<file path="src/rtl/hp_class_pkg.sv">
// Shared binary16 classification definitions: field widths, class bit
// indices and the one-hot class type used by hp_class and hp_class_arb.
package hp_class_pkg;
    localparam int FP_W  = 16;
    localparam int EXP_W = 5;
    localparam int SIG_W = 10;

    localparam int CLS_NORMAL    = 0;
    localparam int CLS_SUBNORMAL = 1;
    localparam int CLS_ZERO      = 2;
    localparam int CLS_INF       = 3;
    localparam int CLS_QNAN      = 4;
    localparam int CLS_SNAN      = 5;
    localparam int CLS_W         = 6;

    typedef logic [CLS_W-1:0] hp_cls_t;
endpackage

</file>
<file path="src/rtl/hp_class.sv">
// Combinational binary16 classifier; exactly one output is high for any operand.
// The sign bit does not affect the class.
module hp_class
    import hp_class_pkg::*;
(
    input  logic [FP_W-1:0] data,
    output logic            snan,
    output logic            qnan,
    output logic            infinity,
    output logic            zero,
    output logic            subnormal,
    output logic            normal
);
    logic [EXP_W-1:0] exp_f;
    logic [SIG_W-1:0] sig_f;
    logic             exp_max;
    logic             exp_min;
    logic             sig_nz;
    logic             unused_sign;

    assign exp_f       = data[FP_W-2 -: EXP_W];
    assign sig_f       = data[SIG_W-1:0];
    assign unused_sign = data[FP_W-1];
    assign exp_max     = &exp_f;
    assign exp_min     = ~|exp_f;
    assign sig_nz      = |sig_f;

    // Quiet/signalling NaNs differ only in the top significand bit.
    assign snan      = exp_max &  sig_nz & ~sig_f[SIG_W-1];
    assign qnan      = exp_max &  sig_nz &  sig_f[SIG_W-1];
    assign infinity  = exp_max & ~sig_nz;
    assign zero      = exp_min & ~sig_nz;
    assign subnormal = exp_min &  sig_nz;
    assign normal    = ~exp_max & ~exp_min;
endmodule

</file>
<file path="src/rtl/hp_class_arb.sv">
// Round-robin arbiter sharing one hp_class among NREQ requesters, with a
// single-entry result slot. Define HP_CLASS_ARB_STATS_EN for per-class counters.
module hp_class_arb
    import hp_class_pkg::*;
#(
    parameter int NREQ = 4,
    parameter int IDW  = 2,
    parameter int CNTW = 16
) (
    input  logic              clk,
    input  logic              rst,
    input  logic [NREQ-1:0]   req_valid,
    input  logic [16*NREQ-1:0] req_data,
    output logic [NREQ-1:0]   req_ready,
    output logic              res_valid,
    input  logic              res_ready,
    output logic [IDW-1:0]    res_id,
    output logic [15:0]       res_data,
    output logic [5:0]        res_class,
    input  logic              cnt_clear,
    input  logic [2:0]        cnt_sel,
    output logic [CNTW-1:0]   cnt_value
);
    logic [IDW-1:0]  ptr;
    logic [IDW-1:0]  cand;
    logic [IDW-1:0]  gnt_id;
    logic            found;
    logic            free;
    logic            accept;
    logic            drain;
    logic [15:0]     operand;
    hp_cls_t         cls;

    // Search starts at ptr and wraps, so the last winner has lowest priority.
    always_comb begin
        gnt_id = '0;
        found  = 1'b0;
        cand   = '0;
        for (int i = 0; i < NREQ; i++) begin
            cand = IDW'((int'(ptr) + i) % NREQ);
            if (!found && req_valid[cand]) begin
                found  = 1'b1;
                gnt_id = cand;
            end
        end
    end

    assign free   = !res_valid || res_ready;
    assign accept = found && free && !rst;
    assign drain  = res_valid && res_ready;

    always_comb begin
        req_ready = '0;
        if (accept) req_ready[gnt_id] = 1'b1;
    end

    assign operand = req_data[{gnt_id, 4'b0000} +: 16];

    hp_class u_class (
        .data      (operand),
        .snan      (cls[CLS_SNAN]),
        .qnan      (cls[CLS_QNAN]),
        .infinity  (cls[CLS_INF]),
        .zero      (cls[CLS_ZERO]),
        .subnormal (cls[CLS_SUBNORMAL]),
        .normal    (cls[CLS_NORMAL])
    );

    always_ff @(posedge clk) begin
        if (rst) begin
            res_valid <= 1'b0;
            res_id    <= '0;
            res_data  <= '0;
            res_class <= '0;
            ptr       <= '0;
        end else if (accept) begin
            // A simultaneous drain is absorbed here: the slot simply reloads.
            res_valid <= 1'b1;
            res_id    <= gnt_id;
            res_data  <= operand;
            res_class <= cls;
            ptr       <= (gnt_id == IDW'(NREQ - 1)) ? '0 : gnt_id + 1'b1;
        end else if (drain) begin
            res_valid <= 1'b0;
        end
    end

`ifdef HP_CLASS_ARB_STATS_EN
    logic [CNTW-1:0] cnt [CLS_W];

    // Counting happens on the result handshake; clear has priority.
    always_ff @(posedge clk) begin
        if (rst || cnt_clear) begin
            for (int k = 0; k < CLS_W; k++) cnt[k] <= '0;
        end else if (drain) begin
            for (int k = 0; k < CLS_W; k++) begin
                if (res_class[k] && (cnt[k] != {CNTW{1'b1}})) cnt[k] <= cnt[k] + 1'b1;
            end
        end
    end

    always_comb begin
        cnt_value = '0;
        for (int k = 0; k < CLS_W; k++) begin
            if (cnt_sel == 3'(k)) cnt_value = cnt[k];
        end
    end
`else
    logic unused_stats;
    assign unused_stats = ^{cnt_clear, cnt_sel};
    assign cnt_value    = '0;
`endif
endmodule

</file>
<file path="config.mk">
export PLATFORM = sky130hd
export DESIGN_NAME = hp_class_arb
export DESIGN_NICKNAME = d
export VERILOG_FILES = /design/src/rtl/hp_class_pkg.sv /design/src/rtl/hp_class.sv /design/src/rtl/hp_class_arb.sv
export SDC_FILE = /design/constraint.sdc
export NUM_CORES = 1
export LEC_CHECK = 0
export BUFFER_PORTS_ARGS = -buffer_cell sky130_fd_sc_hd__buf_4
export CORE_MARGIN = 1
export CORE_UTILIZATION = 44
export DETAILED_ROUTE_END_ITERATION = 10
export GPL_TIMING_DRIVEN = 0
export PLACE_DENSITY = 0.81
export REMOVE_ABC_BUFFERS = 1
export SLEW_MARGIN = 10
export SYNTH_ARGS = -nofsm -noshare
export SYNTH_HDL_FRONTEND = slang
export SYNTH_HIERARCHICAL = 1
export SYNTH_SLANG_ARGS = --single-unit
</file>
<file path="constraint.sdc">
create_clock -name clk -period 3.3 [get_ports clk]
set_clock_uncertainty 0.1 [all_clocks]
set_input_delay 0.66 -clock clk [delete_from_list [all_inputs] [get_ports clk]]
set_output_delay 0.66 -clock clk [all_outputs]
set_load 0.1 [all_outputs]
</file>
==> results of run 1 <==
## report_power, final
group | switching, W | internal, W | leakage [nW]
sequential | 0.0000362 | 0.000383 | 0.223
clock | 0.000103 | 0.0000866 | 0.0228
combinational | 0.000744 | 0.000303 | 1.16
## flip-flops by register name, summed over array words and instances, names as in the netlist
name,cells
res_data,16
res_class,6
ptr,2
res_id,2
res_valid,1
## worst max-delay path by stage
stage / slack [ns] / from / endpoint
after floorplan: -2.37 / req_valid[0] / req_ready[0]
after global placement: -2.48 / req_valid[0] / res_class[0]
after detailed placement: -0.14 / req_valid[1] / req_ready[1]
after CTS: 0.06 / rst / req_ready[1]
after global routing: 0.08 / req_valid[0] / req_ready[3]
final: 0.23 / req_valid[0] / req_ready[2]
## per-stage QoR
| step | setup TNS [ns] | std cells | area, um2 | setup WS [ns] | utilization |
|---|---|---|---|---|---|
| after floorplan | -29.33 | 198 | 1810 | -2.37 | - |
| after global placement | -49.85 | 347 | 2610 | -2.48 | 0.630 |
| after detailed placement | -0.462 | 348 | 2660 | -0.143 | 0.641 |
| after CTS | 0 | 352 | 2710 | 0.0578 | 0.653 |
| after global routing | 0 | 352 | 2710 | 0.0766 | 0.655 |
| final | 0 | 352 | 2710 | 0.235 | 0.655 |
## worst reg2reg max path: cells and delay by family, from the launching register on
kind                   cells  cell delay (ns)
buffers and inverters      1             0.26
AO/OA/AOI/OAI              2             0.66
AND/OR/NAND/NOR            6             0.90
multiplexers               2             0.38
flip-flops                 1             0.35
## cell usage in the layout, fill, tap and decap left out, types with 5 or more instances in the layout
| cell | count |
|---|---|
| buf_4 | 99 |
| mux2i_1 | 47 |
| dfxtp_1 | 27 |
| nand3b_1 | 24 |
| nand2_1 | 19 |
| conb_1 | 16 |
| nor2_1 | 15 |
| o221ai_2 | 8 |
| o221ai_1 | 8 |
| nor2b_1 | 5 |
## per-layer routing
metal	track usage	routed length [um]
met1	0.243	2000
met2	0.403	2400
met5	0	0
met4	0.0663	52
met3	0.0362	412
## final cells by class
| class | instances | area, um2 |
|---|---|---|
| Tap cell | 50 | 62.6 |
| Multi-Input combinational cell | 167 | 1280 |
| Sequential cell | 27 | 541 |
| Timing Repair Buffer | 100 | 771 |
| Inverter | 4 | 16.3 |
| Clock buffer | 4 | 45.0 |
| Fill cell | 379 | 1430 |
==> flow_summary.json, run 1 <==
{
  "worst_path_most_repeated_cell": "buf_4",
  "die_w_um": 68.9,
  "cts.hold.buffers_added": 0,
  "gp_congestion": 0.742,
  "cts_setup_buffers": 0,
  "period_needed_ns": 3.07,
  "dp_hpwl_um": 3740,
  "drc": 0,
  "maxSlewViolCount": 0,
  "path_buf_inv": 3,
  "critical_path_class": "in -> out",
  "powerDensity_nw_per_um2": 610,
  "cp-start-kind": "primary input",
  "crit_slowest_cell": "or3_4",
  "power_w": 0.00166,
  "finalHoldViolations": 0,
  "clockBufferDepth": 2,
  "synthCells": 214,
  "hold_start": "res_id[1]",
  "htreeDepth": 1,
  "synthToLayoutAreaGrowth_pct": 37.6,
  "cp.required_ns": 2.54,
  "critPathMaxStageDelay_ns": 0.48,
  "maxSlewHeadroom": 0.418,
  "cts-buffers-inserted": 3,
  "dieArea_um2": 4750,
  "io_buffers": 99,
  "vias": 1874,
  "synth_area_um2": 1970,
  "grt_use_total": 0.214,
  "routedWlPerCell_um": 13.8,
  "die-height_um": 68.9,
  "cp.depth": 8,
  "synth_warnings": 6,
  "grt_pass1_vias": 1758,
  "drtAntennaViolNets": 0,
  "rr_startpoint": "ptr[0]",
  "drt_iter0_markers": 49,
  "reg2reg_to": "res_class[5]",
  "initial_utilization": 0.476,
  "status": "finished, final reports clean",
  "whs_path_depth": 2,
  "cts_root_buf": "clkbuf_8",
  "finalCritPeriodShare": 0.929,
  "cp-end-kind": "output port",
  "drtPass1Iterations": 4,
  "reg2reg_depth": 11,
  "setup_viol": 0,
  "crit_family": "simple AND/OR/NAND/NOR gates",
  "ios": 120,
  "drive_above_1_share": 0.391,
  "tightest_slew_ns": 0.872,
  "n_antenna_cell": 0,
  "nNetsFinal": 379,
  "grt_pass1_wl_um": 7600,
  "clock_latency_ns": 0.27,
  "core_area_um2": 4140,
  "cts.clk_slew.worst_paths_ns": 0.09,
  "viasPerCell": 5.32,
  "cts_tree": "done",
  "clock-sinks": 27,
  "cp_data_arrival_time_ns": 2.31,
  "worst-r2r-setup-slack_ns": 0.54,
  "cts.repair.resized": 2,
  "min_to": "res_id[1]",
  "worst_hold_slack_ns": 0.361,
  "syn_area_per_cell_um2": 9.21,
  "hold_class": "reg -> reg",
  "max_cap_violations": 0,
  "rsz0062_at_grt": "false",
  "fmax_ghz": 0.326,
  "crit_fanout": 18,
  "drt_wl_total_um": 4850,
  "fp-row-count": 23,
  "grt_overflow_total": 0,
  "cp_cell_sequence": "buf_4 > nor2b_1 > o21ba_1 > or3_4 > clkinv_2 > nand2_4 > nor2_1 > buf_4",
  "p_leak_nw": 1.41,
  "grt_max_degree": 30,
  "ir_drop_mv": 0.400,
  "antenna_found_initial": 0
}
(Power assumes the default switching activity.)
==> run 2: changes to the inputs <==
--- a/config.mk
+++ b/config.mk
@@ -9,6 +9,6 @@
 export CORE_MARGIN = 1
-export CORE_UTILIZATION = 44
+export CORE_UTILIZATION = 42
 export DETAILED_ROUTE_END_ITERATION = 10
 export GPL_TIMING_DRIVEN = 0
-export PLACE_DENSITY = 0.81
+export PLACE_DENSITY = 0.8
 export REMOVE_ABC_BUFFERS = 1
@@ -17,3 +17,2 @@
 export SYNTH_HDL_FRONTEND = slang
-export SYNTH_HIERARCHICAL = 1
 export SYNTH_SLANG_ARGS = --single-unit
==> constraint.sdc (replaced) <==
create_clock -name clk -period 3.3 [get_ports clk]
set_clock_uncertainty 0.1 [all_clocks]
set_input_delay 0.825 -clock clk [delete_from_list [all_inputs] [get_ports clk]]
set_output_delay 0.825 -clock clk [all_outputs]
set_load 0.1 [all_outputs]
==> run 2 against run 1 <==
Effect of this change: count of clock-buffer cells in the layout stayed put; critical path type unchanged; total power is 6.8% lower; die area is 3.3% lower; clock power is 2% lower; synthesized cell count is 0.93% higher; worst hold slack worse by 0.014 ns; register-to-register slack better by 0.08 ns.
==> flow_summary.json, run 2 <==
{
  "die_w_um": 67.8,
  "maxSlewHeadroom": 0.339,
  "drtAntennaViolNets": 0,
  "grt_pass1_wl_um": 7280,
  "finalHoldViolations": 0,
  "initial_utilization": 0.445,
  "reg_top3": "res_data x16, res_class x6",
  "yosysMostFrequentCell": "nand2_1",
  "cts_tree": "done",
  "status": "finished, final reports clean",
  "setup_viol": 0,
  "antenna_found_initial": 0,
  "largest_register": "res_data",
  "clock_latency_ns": 0.27,
  "drt_iter0_markers": 55,
  "ys_ff_latch": 27,
  "seq_area_frac_synth": 0.297,
  "cp_cell_sequence": "buf_4 > mux2i_1 > nor2_1 > or3_4 > buf_12 > clkinvlp_4 > ha_1 > and2_1 > buf_6",
  "die-height_um": 67.8,
  "fp-row-count": 23,
  "n_antenna_cell": 0,
  "nNetsFinal": 392,
  "tightest_slew_ns": 0.991,
  "cts_root_buf": "clkbuf_8",
  "drtPass1Iterations": 4,
  "core_area_um2": 4090,
  "grt_use_total": 0.208,
  "crit_fanout": 24,
  "fillers": 372,
  "drive_above_1_share": 0.410,
  "cts.clk_slew.worst_paths_ns": 0.09,
  "cts.hold.buffers_added": 0,
  "clockBufferDepth": 2,
  "setup_tns_ns": 0,
  "finalCritPeriodShare": 0.981,
  "final_core_util": 0.647,
  "drt_wl_total_um": 4650,
  "worst_hold_slack_ns": 0.347,
  "htreeDepth": 1,
  "crit_slowest_cell": "or3_4",
  "maxSlewViolCount": 0,
  "synth-async-reset-ratio": 0,
  "gp_congestion": 0.754,
  "regArea_um2": 541,
  "synth_warnings": 0,
  "powerDensity_nw_per_um2": 584,
  "cp-start-kind": "primary input",
  "clock-sinks": 27,
  "routedWlPerCell_um": 12.8,
  "syn_area_per_cell_um2": 8.42,
  "p_leak_nw": 1.35,
  "synthCells": 216,
  "viasPerCell": 5.06,
  "synthToLayoutAreaGrowth_pct": 45.4,
  "dp_slack_ns": -1.07,
  "synth_cell_types": 37,
  "multi_input_area_um2": 1140,
  "cp-end-kind": "output port",
  "synth-edff-count": 0,
  "synth_top_area_share": 0.297,
  "max_cap_violations": 0,
  "synth_common_cells": "nand2_1 (34), mux2i_1 (32), dfxtp_1 (27), nand3_1 (20), buf_4 (16)",
  "largest_reg_flops": 16,
  "grt_pass1_vias": 1666,
  "path_buf_inv": 4,
  "post_dp_cell_area_um2": 2500,
  "yosysTopAreaCell": "dfxtp_1",
  "cp.required_ns": 2.37,
  "hold_class": "reg -> reg",
  "cts-buffers-inserted": 3,
  "period_needed_ns": 3.24,
  "ios": 120,
  "cp_data_arrival_time_ns": 2.31,
  "dp_hpwl_um": 3540,
  "layout_commonest_cell": "buf_4",
  "grt_overflow_total": 0,
  "grt_max_degree": 34,
  "synth_flop_cell": "dfxtp_1",
  "critical_path_class": "in -> out",
  "io_buffers": 99,
  "synth_area_leaders": "dfxtp_1 (30%), mux2i_1 (18%), nand2_1 (7.0%)",
  "ir_drop_mv": 0.239,
  "fmax_ghz": 0.309,
  "final_cell_area_um2": 2640,
  "synth_area_um2": 1820,
  "vias": 1830,
  "rsz0062_at_grt": "false",
  "dieArea_um2": 4600,
  "critPathMaxStageDelay_ns": 0.39,
  "layout_common_cells": "buf_4 (104), nand2_1 (34), mux2i_1 (32), dfxtp_1 (27), nand3_1 (20)",
  "fin_ws_ns": 0.0616,
  "drc": 0,
  "crit_family": "buffers and inverters"
}
==> run 2: cells by family (layout without fill, tap and decap cells) <==
group | after synthesis | count (layout) | share of synthesized area
AND/OR/NAND/NOR | 83 | 83 | 0.219
multiplexers | 38 | 38 | 0.213
buffers and inverters | 34 | 115 | 0.123
AO/OA/AOI/OAI | 29 | 29 | 0.118
flip-flops | 27 | 27 | 0.297
adder cells (fa/ha/maj) | 4 | 4 | 0.0275
other | 1 | 16 | 0.00206
==> run 2: path summary, 6_finish.rpt <==
check | startpoint | end | slack, ns | cells past startpoint
max | req_valid[2] | req_ready[3] | 0.06 | 9
min | res_class[5] | res_class[5] | 0.35 | 2
max reg2reg | ptr[1] | res_class[4] | 0.62 | 9
min reg2reg | res_class[5] | res_class[5] | 0.35 | 2
==> run 2: per-stage QoR <==
| stage | instances | power (W) |
|---|---|---|
| after global placement | 350 | 0.00131 |
| after floorplan | 201 | 0.00111 |
| after global routing | 362 | 0.00162 |
| final | 362 | 0.00154 |
| after detailed placement | 352 | 0.00133 |
| after CTS | 362 | 0.00155 |
==> run 2: area by class of cell <==
cell class,instances,area share
Clock buffer,4,0.0170
Tap cell,50,0.0237
Timing Repair Buffer,107,0.315
Inverter,4,0.00852
Multi-Input combinational cell,170,0.431
Sequential cell,27,0.205
==> run 2: worst reg2reg max path: cells and delay by family (launching register included) <==
family	cells	cell delay, ns
AO/OA/AOI/OAI	1	0.17
flip-flops	1	0.47
buffers and inverters	1	0.18
multiplexers	3	0.64
AND/OR/NAND/NOR	4	1.04
==> run 2: where the power goes <==
part / total (W) / internal, W / switching, W
logic: 0.000954 / 0.000286 / 0.000667
clock network: 0.000186 / 0.0000865 / 0.0000995
registers: 0.000404 / 0.000375 / 0.0000289
==> run 2: layer usage <==
layer | part of all wire | GRT usage | routed length, um
met1 | 0.42 | 0.233 | 1930
met4 | 0.012 | 0.0651 | 58
met3 | 0.070 | 0.0355 | 326
met2 | 0.50 | 0.394 | 2330
met5 | 0 | 0 | 0
==> run 2: repair_timing <==
item | CTS | global route
gates resized for setup | 8 | 2
buffers inserted | 6 | 0
pin swaps | 2 | 0
hold endpoints to repair | 0 | 0
endpoints found under the setup margin | 12 | 3
